==> config.mk <==
export PLATFORM = sky130hd
export DESIGN_NAME = pirdsp_simd_mult_flat
export DESIGN_NICKNAME = d
export VERILOG_FILES = /design/src/rtl/pirdsp_pkg.sv /design/src/rtl/pirdsp_simd_mult_if.sv /design/src/rtl/pirdsp_simd_pair.sv /design/src/rtl/pirdsp_simd_mult.sv /design/src/flat_wrapper.sv
export SDC_FILE = /design/constraint.sdc
export NUM_CORES = 2
export LEC_CHECK = 0
export BUFFER_PORTS_ARGS = -buffer_cell sky130_fd_sc_hd__buf_2
export CORE_MARGIN = 2
export CORE_UTILIZATION = 50
export DETAILED_ROUTE_END_ITERATION = 12
export PLACE_DENSITY = 0.68
export SYNTH_ARGS = -nofsm -noshare
export SYNTH_HDL_FRONTEND = slang
export SYNTH_HIERARCHICAL = 1
export SYNTH_SLANG_ARGS = --single-unit
==> constraint.sdc <==
create_clock -name clk -period 7.1 [get_ports clk]
set_clock_uncertainty 0.2 [all_clocks]
set_input_delay 1.775 -clock clk [delete_from_list [all_inputs] [get_ports clk]]
set_output_delay 1.775 -clock clk [all_outputs]
set_load 0.01 [all_outputs]
==> src/rtl/pirdsp_pkg.sv <==
// Shared constants and types for the PIR-DSP SIMD multiplier.
// Holds the mode encodings, default geometry and the control bundle that travels with each operand.
package pirdsp_pkg;

  localparam logic MODE_NARROW = 1'b0;
  localparam logic MODE_WIDE   = 1'b1;

  localparam int DEF_LANE_W = 9;
  localparam int DEF_LANES  = 6;

  typedef struct packed {
    logic mode;
    logic isSigned;
    logic accEn;
  } ctrl_t;

endpackage

==> src/rtl/pirdsp_simd_mult_if.sv <==
// Operand/result bus of the SIMD multiplier.
// The valid/ready pair on each side forms an elastic handshake.
interface pirdsp_simd_mult_if
  import pirdsp_pkg::*;
#(
  parameter int LANE_W = DEF_LANE_W,
  parameter int LANES  = DEF_LANES
);

  logic                       in_valid;
  logic                       in_ready;
  logic [LANES*LANE_W-1:0]    a;
  logic [LANES*LANE_W-1:0]    b;
  logic                       mode;
  logic                       is_signed;
  logic                       acc_en;
  logic                       out_valid;
  logic                       out_ready;
  logic [LANES*2*LANE_W-1:0]  y;
  logic [LANES-1:0]           ovf;

  modport master (
    output in_valid, a, b, mode, is_signed, acc_en, out_ready,
    input  in_ready, out_valid, y, ovf
  );

  modport slave (
    input  in_valid, a, b, mode, is_signed, acc_en, out_ready,
    output in_ready, out_valid, y, ovf
  );

endinterface

==> src/rtl/pirdsp_simd_pair.sv <==
// One 2W x 2W multiplier slice: two independent W x W products or one fused 2W x 2W product.
// Products are formed at the input and then carried through DEPTH advance-gated registers.
module pirdsp_simd_pair
  import pirdsp_pkg::*;
#(
  parameter int LANE_W = DEF_LANE_W,
  parameter int DEPTH  = 1
) (
  input  logic                  clk,
  input  logic                  rst,
  input  logic                  i_adv,
  input  logic [2*LANE_W-1:0]   i_a,
  input  logic [2*LANE_W-1:0]   i_b,
  input  logic                  i_mode,
  input  logic                  i_isSigned,
  output logic [4*LANE_W-1:0]   o_prod
);

  localparam int W = LANE_W;

  logic [2*W-1:0] w_aLoExt, w_bLoExt, w_aHiExt, w_bHiExt;
  logic [4*W-1:0] w_aWideExt, w_bWideExt;
  logic [2*W-1:0] w_loProd, w_hiProd;
  logic [4*W-1:0] w_wideProd;
  logic [4*W-1:0] w_prod;

  // Extending operands to the product width makes the truncated product exact for both signednesses.
  always_comb begin
    w_aLoExt   = {{W{i_isSigned & i_a[W-1]}}, i_a[W-1:0]};
    w_bLoExt   = {{W{i_isSigned & i_b[W-1]}}, i_b[W-1:0]};
    w_aHiExt   = {{W{i_isSigned & i_a[2*W-1]}}, i_a[2*W-1:W]};
    w_bHiExt   = {{W{i_isSigned & i_b[2*W-1]}}, i_b[2*W-1:W]};
    w_aWideExt = {{2*W{i_isSigned & i_a[2*W-1]}}, i_a};
    w_bWideExt = {{2*W{i_isSigned & i_b[2*W-1]}}, i_b};
    w_loProd   = w_aLoExt * w_bLoExt;
    w_hiProd   = w_aHiExt * w_bHiExt;
    w_wideProd = w_aWideExt * w_bWideExt;
    w_prod     = (i_mode == MODE_WIDE) ? w_wideProd : {w_hiProd, w_loProd};
  end

  if (DEPTH == 0) begin : g_noPipe
    assign o_prod = w_prod;
  end else begin : g_pipe
    logic [4*W-1:0] r_prod [DEPTH];

    always_ff @(posedge clk or posedge rst) begin
      if (rst) begin
        for (int k = 0; k < DEPTH; k++) r_prod[k] <= '0;
      end else if (i_adv) begin
        r_prod[0] <= w_prod;
        for (int k = 1; k < DEPTH; k++) r_prod[k] <= r_prod[k-1];
      end
    end

    assign o_prod = r_prod[DEPTH-1];
  end

endmodule

==> src/rtl/pirdsp_simd_mult.sv <==
// Pipelined SIMD multiplier with run-time lane fusion, signedness select and per-lane accumulate.
// The output register doubles as the accumulator; the whole pipe moves on a single advance signal.
module pirdsp_simd_mult
  import pirdsp_pkg::*;
#(
  parameter int LANE_W = DEF_LANE_W,
  parameter int LANES  = DEF_LANES,
  parameter int STAGES = 2
) (
  input logic clk,
  input logic rst,
  pirdsp_simd_mult_if.slave bus
);

  localparam int W     = LANE_W;
  localparam int SW    = 2 * W;
  localparam int PAIRS = LANES / 2;
  localparam int DEPTH = STAGES - 1;

  logic                 w_adv;
  ctrl_t                w_inCtrl;
  logic                 w_lastValid;
  ctrl_t                w_lastCtrl;
  logic [LANES*SW-1:0]  w_yNext;
  logic [LANES-1:0]     w_ovfNext;

  logic                 r_outValid;
  logic [LANES*SW-1:0]  r_y;
  logic [LANES-1:0]     r_ovf;

  assign w_adv    = !r_outValid || bus.out_ready;
  assign w_inCtrl = '{mode: bus.mode, isSigned: bus.is_signed, accEn: bus.acc_en};

  if (DEPTH == 0) begin : g_noCtrlPipe
    assign w_lastValid = bus.in_valid;
    assign w_lastCtrl  = w_inCtrl;
  end else begin : g_ctrlPipe
    logic  r_vPipe [DEPTH];
    ctrl_t r_cPipe [DEPTH];

    // Valid and control bundle shadow the product registers inside each pair.
    always_ff @(posedge clk or posedge rst) begin
      if (rst) begin
        for (int k = 0; k < DEPTH; k++) begin
          r_vPipe[k] <= 1'b0;
          r_cPipe[k] <= '0;
        end
      end else if (w_adv) begin
        r_vPipe[0] <= bus.in_valid;
        r_cPipe[0] <= w_inCtrl;
        for (int k = 1; k < DEPTH; k++) begin
          r_vPipe[k] <= r_vPipe[k-1];
          r_cPipe[k] <= r_cPipe[k-1];
        end
      end
    end

    assign w_lastValid = r_vPipe[DEPTH-1];
    assign w_lastCtrl  = r_cPipe[DEPTH-1];
  end

  for (genvar j = 0; j < PAIRS; j++) begin : g_pair
    logic [2*SW-1:0] w_prod;
    logic [2*SW-1:0] w_old;
    logic [2*SW:0]   w_sumWide;
    logic [SW:0]     w_sumLo, w_sumHi;
    logic            w_ovfWide, w_ovfLo, w_ovfHi;
    logic [2*SW-1:0] w_ySlot;
    logic [1:0]      w_ovfSlot;

    pirdsp_simd_pair #(
      .LANE_W (LANE_W),
      .DEPTH  (DEPTH)
    ) u_pair (
      .clk        (clk),
      .rst        (rst),
      .i_adv      (w_adv),
      .i_a        (bus.a[j*SW +: SW]),
      .i_b        (bus.b[j*SW +: SW]),
      .i_mode     (bus.mode),
      .i_isSigned (bus.is_signed),
      .o_prod     (w_prod)
    );

    assign w_old = r_y[j*2*SW +: 2*SW];

    // Previous y is reinterpreted in whatever slot layout the arriving result uses.
    always_comb begin
      w_sumWide = {1'b0, w_old} + {1'b0, w_prod};
      w_sumLo   = {1'b0, w_old[SW-1:0]} + {1'b0, w_prod[SW-1:0]};
      w_sumHi   = {1'b0, w_old[2*SW-1:SW]} + {1'b0, w_prod[2*SW-1:SW]};
      w_ovfWide = w_sumWide[2*SW];
      w_ovfLo   = w_sumLo[SW];
      w_ovfHi   = w_sumHi[SW];
      if (w_lastCtrl.isSigned) begin
        w_ovfWide = (w_old[2*SW-1] == w_prod[2*SW-1]) && (w_sumWide[2*SW-1] != w_old[2*SW-1]);
        w_ovfLo   = (w_old[SW-1] == w_prod[SW-1]) && (w_sumLo[SW-1] != w_old[SW-1]);
        w_ovfHi   = (w_old[2*SW-1] == w_prod[2*SW-1]) && (w_sumHi[SW-1] != w_old[2*SW-1]);
      end
      w_ySlot   = w_prod;
      w_ovfSlot = 2'b00;
      if (w_lastCtrl.accEn) begin
        if (w_lastCtrl.mode == MODE_WIDE) begin
          w_ySlot   = w_sumWide[2*SW-1:0];
          w_ovfSlot = {2{w_ovfWide}};
        end else begin
          w_ySlot   = {w_sumHi[SW-1:0], w_sumLo[SW-1:0]};
          w_ovfSlot = {w_ovfHi, w_ovfLo};
        end
      end
    end

    assign w_yNext[j*2*SW +: 2*SW] = w_ySlot;
    assign w_ovfNext[2*j +: 2]     = w_ovfSlot;
  end

  // Bubbles clear out_valid but leave y untouched so the next accumulate sees the last real result.
  always_ff @(posedge clk or posedge rst) begin
    if (rst) begin
      r_outValid <= 1'b0;
      r_y        <= '0;
      r_ovf      <= '0;
    end else if (w_adv) begin
      r_outValid <= w_lastValid;
      if (w_lastValid) begin
        r_y   <= w_yNext;
        r_ovf <= w_ovfNext;
      end
    end
  end

  assign bus.in_ready  = w_adv;
  assign bus.out_valid = r_outValid;
  assign bus.y         = r_y;
  assign bus.ovf       = r_ovf;

endmodule

==> src/flat_wrapper.sv <==
// flat-port wrapper written by rule: the top's interface ports become plain ports
module pirdsp_simd_mult_flat import pirdsp_pkg::*;
#(
  parameter int LANE_W = DEF_LANE_W,
  parameter int LANES  = DEF_LANES,
  parameter int STAGES = 2
)
  (clk, rst, bus_in_valid, bus_a, bus_b, bus_mode, bus_is_signed, bus_acc_en, bus_out_ready, bus_in_ready, bus_out_valid, bus_y, bus_ovf);
  pirdsp_simd_mult_if #(.LANE_W(LANE_W), .LANES(LANES)) bus_i ();
  input logic clk;
  input logic rst;
  input wire logic [$bits(bus_i.in_valid)-1:0] bus_in_valid;
  input wire logic [$bits(bus_i.a)-1:0] bus_a;
  input wire logic [$bits(bus_i.b)-1:0] bus_b;
  input wire logic [$bits(bus_i.mode)-1:0] bus_mode;
  input wire logic [$bits(bus_i.is_signed)-1:0] bus_is_signed;
  input wire logic [$bits(bus_i.acc_en)-1:0] bus_acc_en;
  input wire logic [$bits(bus_i.out_ready)-1:0] bus_out_ready;
  output wire logic [$bits(bus_i.in_ready)-1:0] bus_in_ready;
  output wire logic [$bits(bus_i.out_valid)-1:0] bus_out_valid;
  output wire logic [$bits(bus_i.y)-1:0] bus_y;
  output wire logic [$bits(bus_i.ovf)-1:0] bus_ovf;
  assign bus_i.in_valid = bus_in_valid;
  assign bus_i.a = bus_a;
  assign bus_i.b = bus_b;
  assign bus_i.mode = bus_mode;
  assign bus_i.is_signed = bus_is_signed;
  assign bus_i.acc_en = bus_acc_en;
  assign bus_i.out_ready = bus_out_ready;
  assign bus_in_ready = bus_i.in_ready;
  assign bus_out_valid = bus_i.out_valid;
  assign bus_y = bus_i.y;
  assign bus_ovf = bus_i.ovf;
  pirdsp_simd_mult #(.LANE_W(LANE_W), .LANES(LANES), .STAGES(STAGES)) u_core (.clk(clk), .rst(rst), .bus(bus_i));
endmodule
======== Word level (Yosys, flattened, before mapping) ========
Cells that the tools add are included.
operators by class
  reductions and logical operators ........ 12
  multiplexer cells ....................... 24
  $add $sub $neg .......................... 9
  multipliers ............................. 9
  equal/unequal tests ..................... 15
  bitwise gates (word level) .............. 12
operators with widths
  operator                      number
  2-to-1 mux 36 bit             9
  adder 18 x 18 -> 19 bit       6
  adder 36 x 36 -> 37 bit       3
  multiplier 10 x 10 -> 18 bit  6
  multiplier 19 x 19 -> 36 bit  3
  AND 1 bit                     12
  2-to-1 mux 2 bit              6
  logical AND 1 bit             9
  2-to-1 mux 1 bit              9
  != test 1 bit                 9
  equality test 1 bit           6
  AND reduction 2 bit           1
  logical NOT 1 bit             1
  logical OR 1 bit              1
storage, ports and cells
  register bits after elaboration ......... 227
  input port bits ......................... 115
  output and inout port bits .............. 116

======== Logic depth before layout (Yosys ltp) ========
  depth in word-level cells ............... 6
  depth in mapped cells ................... 28
  gate-level depth less buffers ........... 26

======== By module ========
Netlist, hierarchy kept.
modules (own cells, without submodules)
  module                                       cells an instance  times used  area an instance (um^2)
  pirdsp_simd_pair at u_core.g_pair[1].u_pair  2061               1           19039.5
  pirdsp_simd_pair at u_core.g_pair[2].u_pair  2060               1           18984.5
  pirdsp_simd_pair at u_core.g_pair[0].u_pair  2050               1           18870.6
  pirdsp_simd_mult                             1431               1           11504.8

======== Least setup slack after synthesis ========
Ideal clock, no wire load.
  kind .................................... input-to-reg
  start point ............................. input bus_is_signed
  end point ............................... register u_core.g_pair[0].u_pair.g_pipe.r_prod (netlist bit u_core/g_pair[0].u_pair/o_prod[33])
  cell stages on the path ................. 26
  library setup time ...................... 0.118 ns
  arrival time ............................ 8.580 ns
  setup slack ............................. -1.797 ns
  data required time ...................... 6.782 ns
  cell sequence ........................... clkbuf_1 > and2_1 > clkbuf_1 > nand2_1 > fa_1 > inv_1 > fa_1 > inv_1 > fa_1 > fa_1 > inv_1 > fa_1 > inv_1 > fa_1 > inv_1 > ha_1 > ha_1 > and3_1 > nand2_1 > or4_1 > nor3_2 > a21oi_1 > a211o_1 > xnor2_1 > a21oi_1 > nor2_1
on the way
  cells in the longest elaborated chain, start to end .. 3
RTL lines
  element                                                                              RTL line                                        text
  start, declared                                                                      flat_wrapper.sv:16                              input wire logic [$bits(bus_i.is_signed)-1:0] bus_is_signed;
  AND 1 bit, on equally long branches                                                  n/a
  multiplier 19 x 19 -> 36 bit / multiplier 10 x 10 -> 18 bit (equally long branches)  pirdsp_simd_pair.sv:37, pirdsp_simd_pair.sv:36
  2-to-1 mux 36 bit (*)                                                                pirdsp_simd_pair.sv:38                          w_prod = (i_mode == MODE_WIDE) ? w_wideProd : {w_hiProd, w_loProd};
  end, declared                                                                        pirdsp_simd_pair.sv:44                          logic [4*W-1:0] r_prod [DEPTH];
Mark *: on every way between the ends. The rest lies on a longest branch, timed or not.
A chain may end at the register's enable or synchronous reset.

======== Final worst setup path ========
  start point ............................. input bus_is_signed
  end point ............................... register u_core.g_pair[0].u_pair.g_pipe.r_prod (netlist bit u_core/g_pair[0].u_pair/o_prod[35])
Same word-level chain as after synthesis.

==> impl_metrics.py <==
metrics = {
    "min_path": {
        "min_from": "u_core/bus.ovf[3]",
        "min_to": "u_core/bus.ovf[3]",
        "hold_depth": 2,
        "hp-class": "reg2reg",
    },
    "synthesis": {
        "synth-seq-cells": 227,
        "ys_top_cells_by_count": "inv_1 (1612), fa_1 (1356), nand2_1 (805)",
        "syn-num-nets": 9733,
        "synth_area_leader_cell": "fa_1",
        "synth_edf_count": 0,
        "syn_area_um2": 68400,
        "synth_area_leaders": "fa_1 (40%), ha_1 (12%), inv_1 (8.8%)",
        "synth_top_area_share_pct": 39.69,
        "synth_cell_types": 108,
        "yosysWarningCount": 6,
        "avgSynthCellArea_um2": 8.998,
        "ys.flop_type": "dfrtp_1",
        "synthCells": 7602,
        "postSynth.asyncResetShare_pct": 100.0,
        "synth-seq-area-share_pct": 8.305,
        "yosysMostFrequentCell": "inv_1",
    },
    "place": {
        "io_buffers": 230,
        "placed_cells": 10370,
        "place_area_um2": 80100,
        "gp_congestion": 0.9484,
        "hpwl_mm": 170.0,
    },
    "critical_path": {
        "cp.required_ns": 7.36,
        "path_max_fanout": 6,
        "ff2ff_path_depth": 12,
        "start_kind": "input port",
        "cp-end-kind": "flop",
        "r2r-start": "u_core/bus.y[0]",
        "crit_arrival_ns": 7.99,
        "r2r_slack_ns": 3.46,
        "crit_type": "in2reg",
        "timing.rr.end": "u_core/bus.y[34]",
    },
    "timing": {
        "timing.final.crit_share_pct": 108.9,
        "setup_slack_ns": -0.6312,
        "finalSetupViolCount": 50,
        "hold_viol": 0,
        "fin_crit_ns": 7.731,
        "drv_slew": 0,
        "slew_headroom_pct": 34.35,
        "whs_ns": 0.2768,
        "worst_pin_slew_ns": 0.9848,
        "clock.fmax_mhz": 129.3,
        "rsz0062_at_grt": "yes",
    },
    "finish": {
        "design_area_um2": 84230,
        "nNetsFinal": 10850,
        "post-route-util_pct": 62.10,
        "filler_cell_count": 11410,
        "drive_above_1_share_pct": 23.33,
        "final_cells": 10520,
        "area_delta_synth_final_pct": 23.15,
    },
    "route": {
        "drt_first_pass_iters": 6,
        "routed_wl_mm": 199.1,
        "vias": 55990,
        "antenna_left": 0,
        "drt_first_iter_violations": 3243,
        "drcViolationCount": 0,
        "wl_per_cell_um": 18.93,
        "viasPerCell": 5.323,
    },
    "clocking": {
        "insertion_delay_ns": 0.57,
        "clkSinkCount": 227,
        "cts_buffers": 27,
        "cts_tree": "yes",
        "cts.clk_slew.worst_paths_ns": 0.06,
        "cts_buffer_depth": 3,
        "cts_max_level": 1,
        "root_buffer": "clkbuf_16",
    },
    "global_routing": {
        "grt.total_usage_pct": 28.87,
        "grt_start_max_net_pins": 81,
        "grt_pass1_vias": 60510,
        "grt_antenna_before_repair": 6,
        "grt_first_pass_wirelength_mm": 322.2,
        "overflow": 0,
    },
    "die": {
        "die_h_um": 373.9,
        "io_pins": 231,
        "coreArea_um2": 135600,
        "initial_core_util_pct": 50.43,
        "fp.dieW_um": 373.9,
        "die_area_um2": 139800,
        "core.rowCount": 135,
    },
    "run": {
        "max-cap-violations": 0,
    },
    "outcome": {
        "status": "complete, but fails checks",
        "violations": "negative setup slack",
    },
}
[cells in the final DEF (no fill, tap or decap), types with 55 or more instances in the layout]
cell / synthesis / routed
a21o_1: 112 / 112
a21oi_1: 353 / 319
and2_1: 480 / 449
and3_1: 91 / 88
buf_2: 3 / 172
buf_4: 0 / 1045
buf_6: 2 / 88
dfrtp_1: 227 / 226
fa_1: 1356 / 1267
fa_2: 0 / 89
ha_1: 660 / 546
ha_4: 0 / 105
inv_1: 1612 / 1544
inv_2: 2 / 65
mux2i_1: 56 / 55
nand2_1: 805 / 757
nand3_1: 61 / 55
nor2_1: 299 / 288
nor3_1: 69 / 63
o21ai_0: 222 / 198
xnor2_1: 224 / 216
xor2_1: 87 / 84
[per-stage QoR]
stage	TNS, ns	setup slack (ns)
3_5_place_dp	-66.66	-1.377
5_1_grt	-24.91	-0.7752
4_1_cts	-16.64	-0.6064
3_3_place_gp	-61.62	-1.228
6_report	-16.05	-0.6312
2_1_floorplan	-23.40	-0.9447
[logic make-up after synthesis]
group	count (synthesis)	synth area share [%]
AOI/OAI and AO/OA	1102	10.51
muxes	69	1.034
and+or+nand+nor	1962	13.81
DFF	227	8.305
adders and majority gates	2016	51.76
xor gates and xnor gates	313	4.048
buffers and inverters	1913	10.53
[worst max-delay path, cell delays in order]
cell and delay [ns]:
buf_8 0.08, buf_12 0.12, and2_4 0.21, nand2_4 0.06, buf_6 0.12, fa_2 0.62
inv_2 0.07, fa_2 0.62, fa_1 0.44, fa_1 0.51, fa_1 0.56, inv_2 0.05
fa_1 0.57, inv_2 0.05, ha_4 0.22, ha_4 0.26, and3_4 0.19, nand2_4 0.05
or4_4 0.52, nor3_4 0.14, a21oi_2 0.06, a211o_1 0.31, o21ai_2 0.16, a32oi_1 0.07
o311ai_1 0.13
[state kept, by name (all words and copies together) (netlist names)]
signal                       cells
u_core/bus.y                   108
u_core/g_ctrlPipe.r_cPipe        3
u_core/g_ctrlPipe.r_vPipe        1
u_core/bus.out_valid             1
u_core/bus.ovf                   6
u_core/g_pair.u_pair/o_prod    108
[worst max-delay path by stage]
stage | cells after the start | from | end
after detailed placement | 24 | bus_is_signed | u_core/g_pair[0].u_pair/o_prod[35]
after floorplan | 25 | bus_b[6] | u_core/g_pair[0].u_pair/o_prod[33]
after global placement | 24 | bus_is_signed | u_core/g_pair[0].u_pair/o_prod[35]
final | 25 | bus_is_signed | u_core/g_pair[0].u_pair/o_prod[35]
after CTS | 27 | bus_is_signed | u_core/g_pair[0].u_pair/o_prod[35]
after global routing | 25 | bus_is_signed | u_core/g_pair[0].u_pair/o_prod[35]
[layout make-up]
cell class / instances / area, µm² / area share, %
Clock inverter: 12 / 155.1 / 0.1842
Clock buffer: 36 / 749.5 / 0.8898
Sequential cell: 227 / 5684 / 6.748
Multi-Input combinational cell: 5462 / 58330 / 69.25
Tap cell: 1781 / 2228 / 2.646
Timing Repair Buffer: 1381 / 10990 / 13.05
Inverter: 1618 / 6091 / 7.231
Antenna cell: 1 / 2.502 / 0.002971
[layer usage]
| layer | GRT usage, % | routed length, µm |
|---|---|---|
| met1 | 36.80 | 81110 |
| met3 | 4.367 | 11490 |
| met5 | 0 | 33 |
| met4 | 9.770 | 8047 |
| met2 | 50.08 | 98390 |
[what timing repair did]
item / CTS / global route
cloned: 1 / 0
hold buffers: 0 / 0
pin swaps: 307 / 246
setup buffers: 63 / 46
resized for setup: 335 / 259
setup endpoints to repair: 63 / 66
Power is not shown: default switching activity piles up to over one toggle a cycle in this logic, so the estimate is an artifact.
